`src/rtl/spi_response_transmitter_pkg.sv`:
```
// Shared definitions for the SD-style SPI response path: FSM states,
// response-type encodings, response lengths and the N_CR filler pattern.
package spi_response_transmitter_pkg;

    typedef enum logic [2:0] {
        ST_IDLE     = 3'd0,
        ST_NCR      = 3'd1,
        ST_SHIFT    = 3'd2,
        ST_BUSYWAIT = 3'd3,
        ST_DONE     = 3'd4
    } tx_state_t;

    localparam logic [1:0] RESP_R1   = 2'd0;
    localparam logic [1:0] RESP_R3R7 = 2'd1;
    localparam logic [1:0] RESP_R1B  = 2'd2;

    localparam int RESP_LEN_R1   = 8;
    localparam int RESP_LEN_R3R7 = 40;

    localparam logic [7:0] FILLER_BYTE = 8'hFF;

    // Encoding 3 is undefined on the wire and is sent as a plain R1.
    function automatic logic [1:0] normalise_type(input logic [1:0] rtype);
        if (rtype == RESP_R3R7 || rtype == RESP_R1B) begin
            return rtype;
        end
        return RESP_R1;
    endfunction

    function automatic logic [5:0] last_bit_index(input logic [1:0] rtype);
        if (rtype == RESP_R3R7) begin
            return 6'(RESP_LEN_R3R7 - 1);
        end
        return 6'(RESP_LEN_R1 - 1);
    endfunction

endpackage

```
`src/rtl/spi_edge_detector.sv`:
```
// Brings the host SPI clock and chip select into the system clock domain
// and produces single-cycle pulses on each synchronised clock edge.
module spi_edge_detector #(
    parameter int SYNC_STAGES = 2
) (
    input  logic clock,
    input  logic reset,
    input  logic spi_clk,
    input  logic spi_cs,
    output logic clk_sync,
    output logic cs_sync,
    output logic fall,
    output logic rise
);

    logic [SYNC_STAGES-1:0] clk_pipe;
    logic [SYNC_STAGES-1:0] cs_pipe;
    logic                   clk_prev;

    // CS resets high so a freshly reset card looks deselected.
    always_ff @(posedge clock or negedge reset) begin
        if (!reset) begin
            clk_pipe <= '0;
            cs_pipe  <= '1;
            clk_prev <= 1'b0;
        end else begin
            clk_pipe <= SYNC_STAGES'({clk_pipe, spi_clk});
            cs_pipe  <= SYNC_STAGES'({cs_pipe, spi_cs});
            clk_prev <= clk_pipe[SYNC_STAGES-1];
        end
    end

    assign clk_sync = clk_pipe[SYNC_STAGES-1];
    assign cs_sync  = cs_pipe[SYNC_STAGES-1];
    assign fall     = clk_prev & ~clk_sync;
    assign rise     = ~clk_prev & clk_sync;

endmodule

```
`src/rtl/spi_response_transmitter.sv`:
```
// Card-side SPI response serialiser: N_CR filler, R1 / R3 / R7 / R1b
// responses MSB first on io_SPI_DO, updated on host SPI clock falls.
module spi_response_transmitter
    import spi_response_transmitter_pkg::*;
#(
    parameter int NCR_BYTES   = 1,
    parameter int SYNC_STAGES = 2
) (
    input  logic        clock,
    input  logic        reset,
    input  logic        io_SPI_CLK,
    input  logic        io_SPI_CS,
    output logic        io_SPI_DO,
    input  logic        io_Start,
    input  logic [1:0]  io_ResponseType,
    input  logic [7:0]  io_R1,
    input  logic [31:0] io_Payload,
    input  logic        io_CardBusy,
    output logic        io_Busy,
    output logic        io_Done,
    output logic        io_Aborted
);

    localparam logic [2:0] LAST_NCR_BYTE = 3'(NCR_BYTES - 1);

    tx_state_t   state_q, state_d;
    logic [39:0] shift_q, shift_d;
    logic [5:0]  bit_q, bit_d;
    logic [2:0]  byte_q, byte_d;
    logic [1:0]  type_q, type_d;
    logic        do_q, do_d;
    logic        done_q, done_d;
    logic        aborted_q, aborted_d;

    logic spi_clk_sync_unused;
    logic spi_rise_unused;
    logic cs_sync;
    logic spi_fall;

    spi_edge_detector #(
        .SYNC_STAGES(SYNC_STAGES)
    ) u_edge (
        .clock    (clock),
        .reset    (reset),
        .spi_clk  (io_SPI_CLK),
        .spi_cs   (io_SPI_CS),
        .clk_sync (spi_clk_sync_unused),
        .cs_sync  (cs_sync),
        .fall     (spi_fall),
        .rise     (spi_rise_unused)
    );

    always_ff @(posedge clock or negedge reset) begin
        if (!reset) begin
            state_q   <= ST_IDLE;
            shift_q   <= '0;
            bit_q     <= '0;
            byte_q    <= '0;
            type_q    <= RESP_R1;
            do_q      <= 1'b1;
            done_q    <= 1'b0;
            aborted_q <= 1'b0;
        end else begin
            state_q   <= state_d;
            shift_q   <= shift_d;
            bit_q     <= bit_d;
            byte_q    <= byte_d;
            type_q    <= type_d;
            do_q      <= do_d;
            done_q    <= done_d;
            aborted_q <= aborted_d;
        end
    end

    // Deselection wins over any edge arriving in the same cycle.
    always_comb begin
        state_d   = state_q;
        shift_d   = shift_q;
        bit_d     = bit_q;
        byte_d    = byte_q;
        type_d    = type_q;
        do_d      = do_q;
        done_d    = 1'b0;
        aborted_d = 1'b0;

        if (state_q != ST_IDLE && cs_sync) begin
            state_d   = ST_IDLE;
            do_d      = 1'b1;
            aborted_d = 1'b1;
            bit_d     = '0;
            byte_d    = '0;
        end else begin
            unique case (state_q)
                ST_IDLE: begin
                    if (io_Start && !cs_sync) begin
                        type_d  = normalise_type(io_ResponseType);
                        shift_d = {io_R1, (io_ResponseType == RESP_R3R7) ? io_Payload : 32'h0};
                        bit_d   = '0;
                        byte_d  = '0;
                        do_d    = 1'b1;
                        state_d = ST_NCR;
                    end
                end

                ST_NCR: begin
                    if (spi_fall) begin
                        if (bit_q[2:0] == 3'd7) begin
                            bit_d = '0;
                            if (byte_q == LAST_NCR_BYTE) begin
                                byte_d  = '0;
                                do_d    = shift_q[39];
                                shift_d = {shift_q[38:0], 1'b0};
                                state_d = ST_SHIFT;
                            end else begin
                                byte_d = byte_q + 3'd1;
                                do_d   = FILLER_BYTE[3'd7 - bit_q[2:0]];
                            end
                        end else begin
                            bit_d = bit_q + 6'd1;
                            do_d  = FILLER_BYTE[3'd7 - bit_q[2:0]];
                        end
                    end
                end

                ST_SHIFT: begin
                    if (spi_fall) begin
                        if (bit_q == last_bit_index(type_q)) begin
                            bit_d = '0;
                            // R1b starts its busy token on the very fall that ends R1.
                            if (type_q == RESP_R1B && io_CardBusy) begin
                                do_d    = 1'b0;
                                state_d = ST_BUSYWAIT;
                            end else begin
                                do_d    = 1'b1;
                                state_d = ST_DONE;
                            end
                        end else begin
                            bit_d   = bit_q + 6'd1;
                            do_d    = shift_q[39];
                            shift_d = {shift_q[38:0], 1'b0};
                        end
                    end
                end

                ST_BUSYWAIT: begin
                    if (spi_fall) begin
                        if (io_CardBusy) begin
                            do_d = 1'b0;
                        end else begin
                            do_d    = 1'b1;
                            state_d = ST_DONE;
                        end
                    end
                end

                ST_DONE: begin
                    done_d  = 1'b1;
                    state_d = ST_IDLE;
                end

                default: begin
                    state_d = ST_IDLE;
                    do_d    = 1'b1;
                end
            endcase
        end
    end

    assign io_SPI_DO  = do_q;
    assign io_Busy    = (state_q != ST_IDLE);
    assign io_Done    = done_q;
    assign io_Aborted = aborted_q;

endmodule

```
`config.mk`:
```
export PLATFORM = sky130hd
export DESIGN_NAME = spi_response_transmitter
export DESIGN_NICKNAME = d
export VERILOG_FILES = /design/src/rtl/spi_response_transmitter_pkg.sv /design/src/rtl/spi_edge_detector.sv /design/src/rtl/spi_response_transmitter.sv
export SDC_FILE = /design/constraint.sdc
export NUM_CORES = 1
export LEC_CHECK = 0
export CORE_MARGIN = 2
export CORE_UTILIZATION = 50
export DETAILED_ROUTE_END_ITERATION = 8
export PLACE_DENSITY_LB_ADDON = 0.05
export SYNTH_ARGS = -nofsm -noshare
export SYNTH_HDL_FRONTEND = slang
export SYNTH_SLANG_ARGS = --single-unit
```
`constraint.sdc`:
```
create_clock -name clock -period 4.2 [get_ports clock]
set_input_delay 0.84 -clock clock [delete_from_list [all_inputs] [get_ports clock]]
set_output_delay 0.84 -clock clock [all_outputs]
set_load 0.01 [all_outputs]
```
==> run_results.csv <==
group,metric,value,unit
status,status,"complete, no violations",
global_route,gr-usage-all-layers,19.5,%
route,finalWirelength,6.46,mm
cells_and_area,final_layout_size_suffix_gt1_share,22.2,%
global_route,grt_pass1_wl,11.0,mm
synth,synthCells,280,
global_route,overflow,0,
cells_and_area,final_cell_area,0.00399,sq mm
synth,synth_top_flop_cell,"dfrtp_1",
route,drc,0,
synth,syn_area_per_cell,11.6,sq um
critical_path,r2r_end,"shift_q[34]",
sta,finClkSkew,0.00974,ns
sta,worstMarginPinSlew,0.880,ns
power_and_ir_drop,power.density,584,mW/mm^2
synth,synth_top_area_cell,"dfrtp_1",
clocking,clk_pin_slew,0.07,ns
critical_path,cpMaxStageDelayCell,"dfrtp_1",
synth,synth_edf_count,0,
critical_path,arrival,1.77,ns
critical_path,rrSetupSlack,1.70,ns
die,die_y,84.6,um
synth,ys_ff_latch,62,
critical_path,cp_cell_sequence,"inv_1, nand2_1, clkdlybuf4s50_1",
critical_path,critPathKind,"reg -> out",
global_route,antenna_found_initial,0,
placed_design,dp_slack,1.63,ns
sta,setup_violations,0,
die,ioPinCount,52,
critical_path,cp-end-kind,"primary output",
route,first_pass_iters,4,
route,dr.first_iter.drc_count,110,
sta,fin_crit,2.61,ns
synth,ys_seq_area_share,47.9,%
synth,synth.top_cell.area_share,45.5,%
cells_and_area,fillers,532,
power_and_ir_drop,p_leak,1.80,nW
placed_design,gp_congestion,0.853,
critical_path,cp_data_required_time,3.36,ns
critical_path,crit_path_max_fanout,17,
die,num_rows,29,
sta,drv_slew,0,
clocking,cts_inserted_buffers,9,
placed_design,placed_area,0.00379,sq mm
critical_path,startpoint_type,"flop",
min_path,min_from,"u_edge.cs_pipe[0]",
global_route,grt_pass1_vias,2338,
clocking,cts_hold_buf,0,
critical_path,path_buf_inv,2,
clocking,cts_tree,"done",
global_route,grt_max_degree,40,
power_and_ir_drop,p_total,2.33,mW
min_path,worstHoldPathCells,0,
route,ant_nets,0,
sta,worst_slack,1.59,ns
die,initial_utilization,51.4,%
critical_path,slowest_delay,0.63,ns
min_path,hold_class,"reg -> reg",
cells_and_area,antennaDiodeCount,0,
cells_and_area,nNetsFinal,381,
clocking,root_buffer,"clkbuf_8",
flow_run,cap_violations,0,
placed_design,dp.cells,395,
route,avgViaCountPerCell,5.68,
power_and_ir_drop,peakVddDrop,0.294,mV
sta,finalCritPeriodShare,62.1,%
sta,slew_headroom,41.3,%
synth,syn-cell-area,0.00325,sq mm
cells_and_area,area_delta_synth_final,22.7,%
die,core_area,0.00631,sq mm
clocking,post_cts_resized,0,
cells_and_area,final_core_util,63.1,%
critical_path,r2r_cells,5,
cells_and_area,multi_input_area,0.00157,sq mm
min_path,holdPathEnd,"u_edge.cs_pipe[1]",
route,wl_per_cell,15.7,um
synth,async_flop_share,100,%
synth,syn_nets,332,
synth,ys.warnings.count,0,
placed_design,port-buffer-count,51,
critical_path,rr_startpoint,"state_q[0]",
cells_and_area,regArea,0.00156,sq mm
synth,synth_area_leaders,"dfrtp_1, mux2_2, a22o_1",
cells_and_area,layoutNonFillerInstCount,411,
sta,hold_violations,0,
synth,synth_cell_types,50,
die,die_x,84.6,um
route,dr_total_vias,2334,
critical_path,cpLargestDelayFamily,"buffers and inverters",
sta,rsz0062_at_grt,"false",
clocking,htreeDepth,3,
clocking,cts_sinks,62,
die,die_area,0.00716,sq mm
placed_design,hpwlAfterDp,4.46,mm
cells_and_area,mostFrequentLayoutCell,"dfrtp_1",
clocking,insertion_delay,0.34,ns
clocking,clk_path_buf_depth,2,
cells_and_area,layout_common_cells,"dfrtp_1, clkdlybuf4s50_1, mux2_2, a22o_1, nand2_1",
clocking,cts_setup_buffers,0,
sta,fmax,0.384,GHz
sta,final.setup.tns,0,ns
sta,whs,0.344,ns
-- synth_stat cells (4+ instances only) --
master / count
dfrtp_1: 59
mux2_2: 43
a22o_1: 34
nand2_1: 16
o21ai_0: 10
a21oi_1: 9
buf_2: 9
nor2_1: 9
inv_1: 7
clkbuf_1: 6
nand2b_1: 6
nand3_1: 6
mux2_1: 5
nor2b_1: 5
and3_1: 4
ha_1: 4
o31ai_1: 4
-- flip-flops by register name, summed over array words and instances (netlist names) --
register and cells:
bit_q 6, byte_q 3, io_Aborted 1, io_Done 1, io_SPI_DO 1, shift_q 40, state_q 3, type_q 2
u_edge.clk_pipe 2, u_edge.clk_prev 1, u_edge.cs_pipe 2
-- metal layers --
| metal | up-vias | share of wire (%) | global-route usage [%] |
|---|---|---|---|
| met4 | 0 | 1.4 | 7.50 |
| met2 | 44 | 47 | 30.3 |
| met3 | 8 | 3.1 | 4.23 |
| li1 | 1140 | - | - |
| met1 | 1142 | 49 | 27.0 |
| met5 | - | 0 | 0 |
-- area by class of cell --
class | count | share of cell area [%]
clock buffer | 12 | 3.64
clock inverter | 4 | 1.19
inverter | 7 | 0.659
multi-input combinational | 193 | 39.4
sequential | 62 | 39.0
tap | 77 | 2.42
timing repair buffer | 56 | 13.6
-- kinds of logic after synthesis --
logic type | synth area share (%)
AO/OA/AOI/OAI | 18.3
adder cells (fa/ha/maj) | 1.54
buffers and inverters | 3.81
flip-flops | 47.9
multiplexers | 17.6
AND/OR/NAND/NOR | 10.9
-- worst register-to-register path: cells and delay by family, from the launching register on --
family                 cells  cell delay [ns]
and+or+nand+nor            1             0.27
DFF                        1             0.63
muxes                      2             0.63
buffers and inverters      1             0.35
AOI/OAI and AO/OA          1             0.49
-- worst max path at each step --
stage                     startpoint           to  depth (start not counted)
after floorplan             io_Start     bit_q[4]                          5
after global placement      io_Start  shift_q[29]                          6
after detailed placement    io_Start   shift_q[1]                          6
after CTS                 state_q[0]      io_Busy                          3
after global routing      state_q[0]      io_Busy                          3
final                     state_q[0]      io_Busy                          3
-- where the power goes --
| part | internal, mW | switching [mW] |
|---|---|---|
| clock | 0.289 | 0.231 |
| sequential | 0.788 | 0.142 |
| combinational | 0.465 | 0.413 |
Note: power is estimated with default switching activity, not from simulation.
